## config.mk

```make
export PLATFORM = sky130hd
export DESIGN_NAME = gemm_result_collector
export DESIGN_NICKNAME = d
export VERILOG_FILES = /design/src/rtl/gemm_pkg.sv /design/src/rtl/gemm_out_fifo.sv /design/src/rtl/gemm_result_collector.sv
export SDC_FILE = /design/constraint.sdc
export NUM_CORES = 1
export LEC_CHECK = 0
export CAP_MARGIN = 20
export CORE_MARGIN = 5
export CORE_UTILIZATION = 40
export CTS_BUF_LIST = sky130_fd_sc_hd__clkbuf_2
export CTS_CLUSTER_DIAMETER = 150
export DETAILED_ROUTE_END_ITERATION = 16
export PLACE_DENSITY = 0.66
export SLEW_MARGIN = 30
export SYNTH_ARGS = -nofsm -noshare
export SYNTH_HDL_FRONTEND = slang
export SYNTH_SLANG_ARGS = --single-unit
```

## constraint.sdc

```tcl
create_clock -name clk -period 4.9 [get_ports clk]
set_input_delay 0.98 -clock clk [delete_from_list [all_inputs] [get_ports clk]]
set_output_delay 0.98 -clock clk [all_outputs]
set_load 0.005 [all_outputs]
```

## src/rtl/gemm_pkg.sv

```systemverilog
// Shared types, default widths and the saturation helper for the GEMM result collector.
package gemm_pkg;

  localparam int unsigned GEMM_ACC_W = 40;
  localparam int unsigned GEMM_OUT_W = 32;

  typedef enum logic [1:0] {
    IDLE  = 2'd0,
    ACCUM = 2'd1,
    DRAIN = 2'd2
  } collector_state_t;

  typedef struct packed {
    logic [63:0] value;
    logic        clipped;
  } sat_res_t;

  // Clamp a signed 64-bit value to the signed range of out_w bits (out_w < 64).
  function automatic sat_res_t sat_trunc(input logic signed [63:0] v,
                                         input int unsigned out_w);
    logic signed [63:0] max_v;
    logic signed [63:0] min_v;
    sat_res_t           r;
    max_v = (64'sd1 <<< (out_w - 1)) - 64'sd1;
    min_v = -max_v - 64'sd1;
    if (v > max_v) begin
      r.value   = max_v;
      r.clipped = 1'b1;
    end else if (v < min_v) begin
      r.value   = min_v;
      r.clipped = 1'b1;
    end else begin
      r.value   = v;
      r.clipped = 1'b0;
    end
    return r;
  endfunction

endpackage

```

## src/rtl/gemm_out_fifo.sv

```systemverilog
// Small synchronous FIFO with registered storage, head output and full/empty flags.
module gemm_out_fifo #(
  parameter int unsigned OUT_W      = 32,
  parameter int unsigned FIFO_DEPTH = 4
) (
  input  logic             clk,
  input  logic             rst_n,
  input  logic             push,
  input  logic [OUT_W-1:0] push_data,
  input  logic             pop,
  output logic [OUT_W-1:0] head_data,
  output logic             full,
  output logic             empty
);

  localparam int unsigned PtrW = (FIFO_DEPTH > 1) ? $clog2(FIFO_DEPTH) : 1;
  localparam int unsigned CntW = PtrW + 1;

  logic [OUT_W-1:0] mem_q [FIFO_DEPTH];
  logic [PtrW-1:0]  wr_ptr_q;
  logic [PtrW-1:0]  rd_ptr_q;
  logic [CntW-1:0]  count_q;
  logic [CntW-1:0]  count_d;
  logic             full_q;
  logic             empty_q;
  logic             do_push;
  logic             do_pop;

  assign do_push   = push && !full_q;
  assign do_pop    = pop && !empty_q;
  assign head_data = mem_q[rd_ptr_q];
  assign full      = full_q;
  assign empty     = empty_q;

  // Occupancy after this cycle's push/pop; simultaneous push and pop cancel out.
  always_comb begin
    count_d = count_q;
    unique case ({do_push, do_pop})
      2'b10:   count_d = count_q + CntW'(1);
      2'b01:   count_d = count_q - CntW'(1);
      default: count_d = count_q;
    endcase
  end

  // Storage, pointers and the registered status flags.
  always_ff @(posedge clk or negedge rst_n) begin
    if (!rst_n) begin
      for (int i = 0; i < int'(FIFO_DEPTH); i++) begin
        mem_q[i] <= '0;
      end
      wr_ptr_q <= '0;
      rd_ptr_q <= '0;
      count_q  <= '0;
      full_q   <= 1'b0;
      empty_q  <= 1'b1;
    end else begin
      if (do_push) begin
        mem_q[wr_ptr_q] <= push_data;
        wr_ptr_q        <= wr_ptr_q + PtrW'(1);
      end
      if (do_pop) begin
        rd_ptr_q <= rd_ptr_q + PtrW'(1);
      end
      count_q <= count_d;
      full_q  <= (count_d == CntW'(FIFO_DEPTH));
      empty_q <= (count_d == '0);
    end
  end

endmodule

```

## src/rtl/gemm_result_collector.sv

```systemverilog
// Sums cfg_chunks partial dot products per element, scales, saturates and queues the results.
module gemm_result_collector
  import gemm_pkg::*;
#(
  parameter int unsigned IN_W       = 32,
  parameter int unsigned ACC_W      = GEMM_ACC_W,
  parameter int unsigned OUT_W      = GEMM_OUT_W,
  parameter int unsigned FIFO_DEPTH = 4
) (
  input  logic             clk,
  input  logic             rst_n,
  input  logic             start,
  input  logic [7:0]       cfg_chunks,
  input  logic [15:0]      cfg_elems,
  input  logic [4:0]       cfg_shift,
  input  logic             in_valid,
  input  logic [IN_W-1:0]  in_data,
  output logic             in_ready,
  output logic             out_valid,
  output logic [OUT_W-1:0] out_data,
  input  logic             out_ready,
  output logic             busy,
  output logic             done,
  output logic             sat
);

  collector_state_t   state_q;
  collector_state_t   state_d;
  logic [7:0]         chunks_q;
  logic [15:0]        elems_q;
  logic [4:0]         shift_q;
  logic [7:0]         chunk_cnt_q;
  logic [15:0]        elem_cnt_q;
  logic signed [ACC_W-1:0] acc_q;
  logic               sat_q;

  logic               start_ok;
  logic               accept;
  logic               last_chunk;
  logic               push;
  logic               last_elem;
  logic signed [ACC_W-1:0] in_ext;
  logic signed [ACC_W-1:0] sum;
  logic signed [ACC_W-1:0] shifted;
  sat_res_t           res;
  logic [OUT_W-1:0]   push_data;
  logic               fifo_full;
  logic               fifo_empty;
  logic               unused_hi;

  assign start_ok   = (state_q == IDLE) && start;
  assign in_ready   = (state_q == ACCUM) && !fifo_full;
  assign accept     = in_valid && in_ready;
  assign last_chunk = (chunk_cnt_q == chunks_q - 8'd1);
  assign push       = accept && last_chunk;
  assign last_elem  = (elem_cnt_q == elems_q - 16'd1);

  // Datapath: the first chunk of an element starts fresh, so chunks==1 needs no special case.
  always_comb begin
    in_ext    = ACC_W'(signed'(in_data));
    sum       = (chunk_cnt_q == 8'd0) ? in_ext : acc_q + in_ext;
    shifted   = sum >>> shift_q;
    res       = sat_trunc(64'(shifted), OUT_W);
    push_data = res.value[OUT_W-1:0];
  end

  assign unused_hi = ^res.value[63:OUT_W];

  // Job sequencing: start only from IDLE, leave ACCUM on the final element's last chunk.
  always_comb begin
    state_d = state_q;
    unique case (state_q)
      IDLE: begin
        if (start) begin
          state_d = (cfg_elems == 16'd0) ? DRAIN : ACCUM;
        end
      end
      ACCUM: begin
        if (push && last_elem) begin
          state_d = DRAIN;
        end
      end
      DRAIN: begin
        if (fifo_empty) begin
          state_d = IDLE;
        end
      end
      default: state_d = IDLE;
    endcase
  end

  // done/busy are decoded from state so busy falls in the same cycle done pulses.
  always_comb begin
    done = (state_q == DRAIN) && fifo_empty;
    busy = (state_q == ACCUM) || ((state_q == DRAIN) && !fifo_empty);
    sat  = sat_q;
  end

  // State, latched configuration, counters, accumulator and sticky saturation flag.
  always_ff @(posedge clk or negedge rst_n) begin
    if (!rst_n) begin
      state_q     <= IDLE;
      chunks_q    <= 8'd1;
      elems_q     <= '0;
      shift_q     <= '0;
      chunk_cnt_q <= '0;
      elem_cnt_q  <= '0;
      acc_q       <= '0;
      sat_q       <= 1'b0;
    end else begin
      state_q <= state_d;
      if (start_ok) begin
        chunks_q    <= (cfg_chunks == 8'd0) ? 8'd1 : cfg_chunks;
        elems_q     <= cfg_elems;
        shift_q     <= cfg_shift;
        chunk_cnt_q <= '0;
        elem_cnt_q  <= '0;
        acc_q       <= '0;
        sat_q       <= 1'b0;
      end else if (accept) begin
        acc_q <= sum;
        if (last_chunk) begin
          chunk_cnt_q <= '0;
          elem_cnt_q  <= elem_cnt_q + 16'd1;
          if (res.clipped) begin
            sat_q <= 1'b1;
          end
        end else begin
          chunk_cnt_q <= chunk_cnt_q + 8'd1;
        end
      end
    end
  end

  gemm_out_fifo #(
    .OUT_W      (OUT_W),
    .FIFO_DEPTH (FIFO_DEPTH)
  ) u_fifo (
    .clk       (clk),
    .rst_n     (rst_n),
    .push      (push),
    .push_data (push_data),
    .pop       (out_ready),
    .head_data (out_data),
    .full      (fifo_full),
    .empty     (fifo_empty)
  );

  assign out_valid = !fifo_empty;

endmodule

```

==> results.json <==
{
  "wire_per_inst_um": 20.7,
  "clk_transition_reported_paths_ns": 0.09,
  "dieHeight_um": 217,
  "drt_iter0_markers": 1869,
  "setup_viol": 0,
  "die_w_um": 217,
  "synth_ff_type": "dfrtp_1",
  "final_cells": 2955,
  "worstHoldPathType": "reg2reg",
  "place.gp.congestion": 0.988,
  "cts_max_level": 3,
  "vias": 17534,
  "io_buffers": 102,
  "grt_pass1_wl_mm": 96.7,
  "p_leak_nw": 10.1,
  "syn_to_final_growth_pct": 29.4,
  "synth_area_per_cell_um2": 8.86,
  "numClockSinks": 233,
  "ys_seq_elements": 233,
  "cts_tree": "done",
  "clock_path_buffers": 3,
  "multiInputGateArea_um2": 10600,
  "fmax_ghz": 0.207,
  "vias_per_cell": 5.93,
  "worstSkewPairLatency_ns": 1.04,
  "antenna_found_initial": 3,
  "n_fill_cell": 3896,
  "setup_tns_ns": 0,
  "p_per_area_nw_per_um2": 830,
  "drv_slew": 0,
  "grtUsageTotal_pct": 25.7,
  "ir_drop_v": 0.000351,
  "syn_inst": 1926,
  "hold_viol_final": 0,
  "postSynthNetCount": 2043,
  "synth-seq-area-share_pct": 34.2,
  "timing.final.crit_share_pct": 98.5,
  "endpoint_kind": "register",
  "ioPinCount": 103,
  "rows": 75,
  "grt_overflow": 0,
  "netlist_area_um2": 17100,
  "finalClockSkew_ns": 0.119,
  "postRouteAntennaNets": 0,
  "hpwl_mm": 46.3,
  "maxSlewHeadroom_pct": 41.6,
  "fin_crit_ns": 4.83,
  "status": "finished, final reports clean",
  "grt_pass1_vias": 17592,
  "layout.nets": 2481,
  "synth_edf_count": 0,
  "rsz0062_at_grt": "false",
  "placed_cells": 2830,
  "crit_type": "in2reg",
  "first_pass_iters": 6,
  "max_cap_violations": 0,
  "clockRootBuffer": "clkbuf_2",
  "async_flop_share_pct": 100,
  "ff_latch_area_um2": 5830,
  "path_max_fanout": 5,
  "initial_core_util_pct": 40.6,
  "worst_pin_slew_ns": 0.875,
  "drc": 0,
  "crit_required_ns": 5.74,
  "synth.distinct_cells": 102,
  "grt_start_max_net_pins": 110,
  "drt_wl_total_mm": 61.1,
  "coreArea_um2": 42000,
  "startpoint_type": "input port",
  "die-area_um2": 46900,
  "worstPathArrival_ns": 5.67,
  "cts_made_buffers": 67,
  "yosysWarnings": 0,
  "drive_above_1_share_pct": 28.8
}
[cell type report]
class	count	share of cell area [%]
clock buffer	101	2.29
multi-input combinational	1528	48.1
tap	539	3.05
inverter	25	0.425
timing repair buffer	509	19.0
sequential	233	26.4
antenna	4	0.0453
clock inverter	16	0.668
[cells in the mapped netlist, drive strengths merged, types with 19 or more instances]
master,n,area share [%]
a21o,19,0.84
nand2,235,5.2
o21ai,125,3.7
and2,22,0.83
o211ai,20,0.88
nand4,38,1.5
o22a,26,1.3
mux4,48,6.3
buf,54,1.7
mux2,61,4.0
inv,23,0.51
a211oi,35,1.7
a21oi,166,4.9
nand3,73,2.1
xnor2,40,2.1
nor2,186,4.1
dfrtp,231,34
nor4,25,1.0
a31oi,20,0.86
xor2,35,1.8
mux2i,51,3.1
nor3,37,1.1
clkbuf,86,1.9
ha,49,3.6
[final timing paths]
path / from / to / slack, ns / cells after the start
worst min-delay path: u_fifo.count_q[2]$_DFF_PN0_ / u_fifo.count_q[2]$_DFF_PN0_ / 0.48 / 1
max in group asynchronous: rst_n / u_fifo.mem_q[45]$_DFFE_PN0P_ / 3.13 / 3
min in group asynchronous: rst_n / acc_q[10]$_DFFE_PN0P_ / 0.56 / 2
worst max register to register: acc_q[33]$_DFFE_PN0P_ / u_fifo.mem_q[120]$_DFFE_PN0P_ / 0.15 / 17
worst max-delay path: in_data[0] / u_fifo.mem_q[66]$_DFFE_PN0P_ / 0.07 / 18
worst min register to register: u_fifo.count_q[2]$_DFF_PN0_ / u_fifo.count_q[2]$_DFF_PN0_ / 0.48 / 1
[where the power goes]
group / switching, mW / leakage (nW) / internal (mW) / total, mW
Clock: 0.888 / 0.492 / 0.704 / 1.59
Combinational: 7.55 / 6.47 / 6.22 / 13.8
Sequential: 0.513 / 3.09 / 2.45 / 2.96
[flip-flops by register name, indices dropped and copies added, names as in the netlist, 3 cells and up]
| name | cells |
|---|---|
| elems_q | 16 |
| u_fifo.mem_q | 128 |
| elem_cnt_q | 16 |
| u_fifo.count_q | 3 |
| acc_q | 40 |
| chunk_cnt_q | 8 |
| chunks_q | 8 |
| shift_q | 5 |
[repair_timing]
item / 4_1_cts / 5_1_grt
endpoints found under the hold margin: 54 / 0
pin swaps: 0 / 1
gates resized for setup: 1 / 17
buffers inserted: 0 / 3
endpoints found under the setup margin: 1 / 112
hold buffers: 1 / 0
[critical path, cell delays in order]
cell and delay [ns]:
clkdlybuf4s50_1 0.44, ha_1 0.25, fa_1 0.44, a211oi_1 0.31, buf_4 0.17, o211ai_1 0.10, nand2_2 0.19, buf_4 0.14
a211oi_2 0.10, or3_1 0.41, and2_1 0.22, a221oi_1 0.39, buf_4 0.22, mux4_2 0.29, mux2i_1 0.12, a22oi_1 0.41
o21ai_1 0.19, mux2_2 0.30
[layout by cell type (no fill, tap or decap), types with 14 or more instances in the layout]
cell / instances
buf_4: 398
nand2_1: 232
dfrtp_1: 230
nor2_1: 184
a21oi_1: 162
o21ai_0: 108
clkbuf_2: 101
clkdlybuf4s50_1: 100
nand3_1: 73
mux2_2: 61
mux2i_1: 50
mux4_2: 48
ha_1: 48
xnor2_1: 40
nor3_1: 36
nand4_1: 36
xor2_1: 35
o22a_1: 26
a211oi_1: 25
nor4_1: 22
inv_1: 21
o211ai_1: 20
a21o_1: 19
a31oi_1: 18
and2_1: 18
o21ai_1: 17
and3_1: 15
or3_1: 14
[through the flow]
step	total power [mW]	instance area, µm²	hold WS, ns	setup slack, ns	utilization [%]
5_1_grt	19.5	22100	0.513	0.00455	52.5
2_1_floorplan	10.3	17100	0.446	0.241	-
6_report	18.3	22100	0.479	0.0737	52.5
3_5_place_dp	16.3	21300	0.465	-0.973	50.7
3_3_place_gp	16.2	21300	0.462	-0.902	50.7
4_1_cts	18.0	22000	0.447	0.0214	52.3
[metal layers]
| layer | wire length (µm) | up-vias | global-route usage [%] |
|---|---|---|---|
| met5 | 28 | - | 0 |
| met4 | 2020 | 4 | 9.43 |
| met3 | 4560 | 143 | 5.78 |
| met2 | 28800 | 699 | 41.6 |
| met1 | 25800 | 8561 | 33.9 |
| li1 | - | 8127 | - |
[kinds of logic (layout without fill, tap and decap cells)]
logic type,after synthesis,in the layout,synth area share (%)
adders and majority gates,51,51,3.83
buffers and inverters,165,651,4.12
other,0,4,0
xor gates and xnor gates,75,75,3.85
muxes,160,160,13.4
AOI/OAI and AO/OA,551,551,21.6
DFF,233,233,34.2
and+or+nand+nor,691,691,19.0
(Power assumes the default switching activity.)
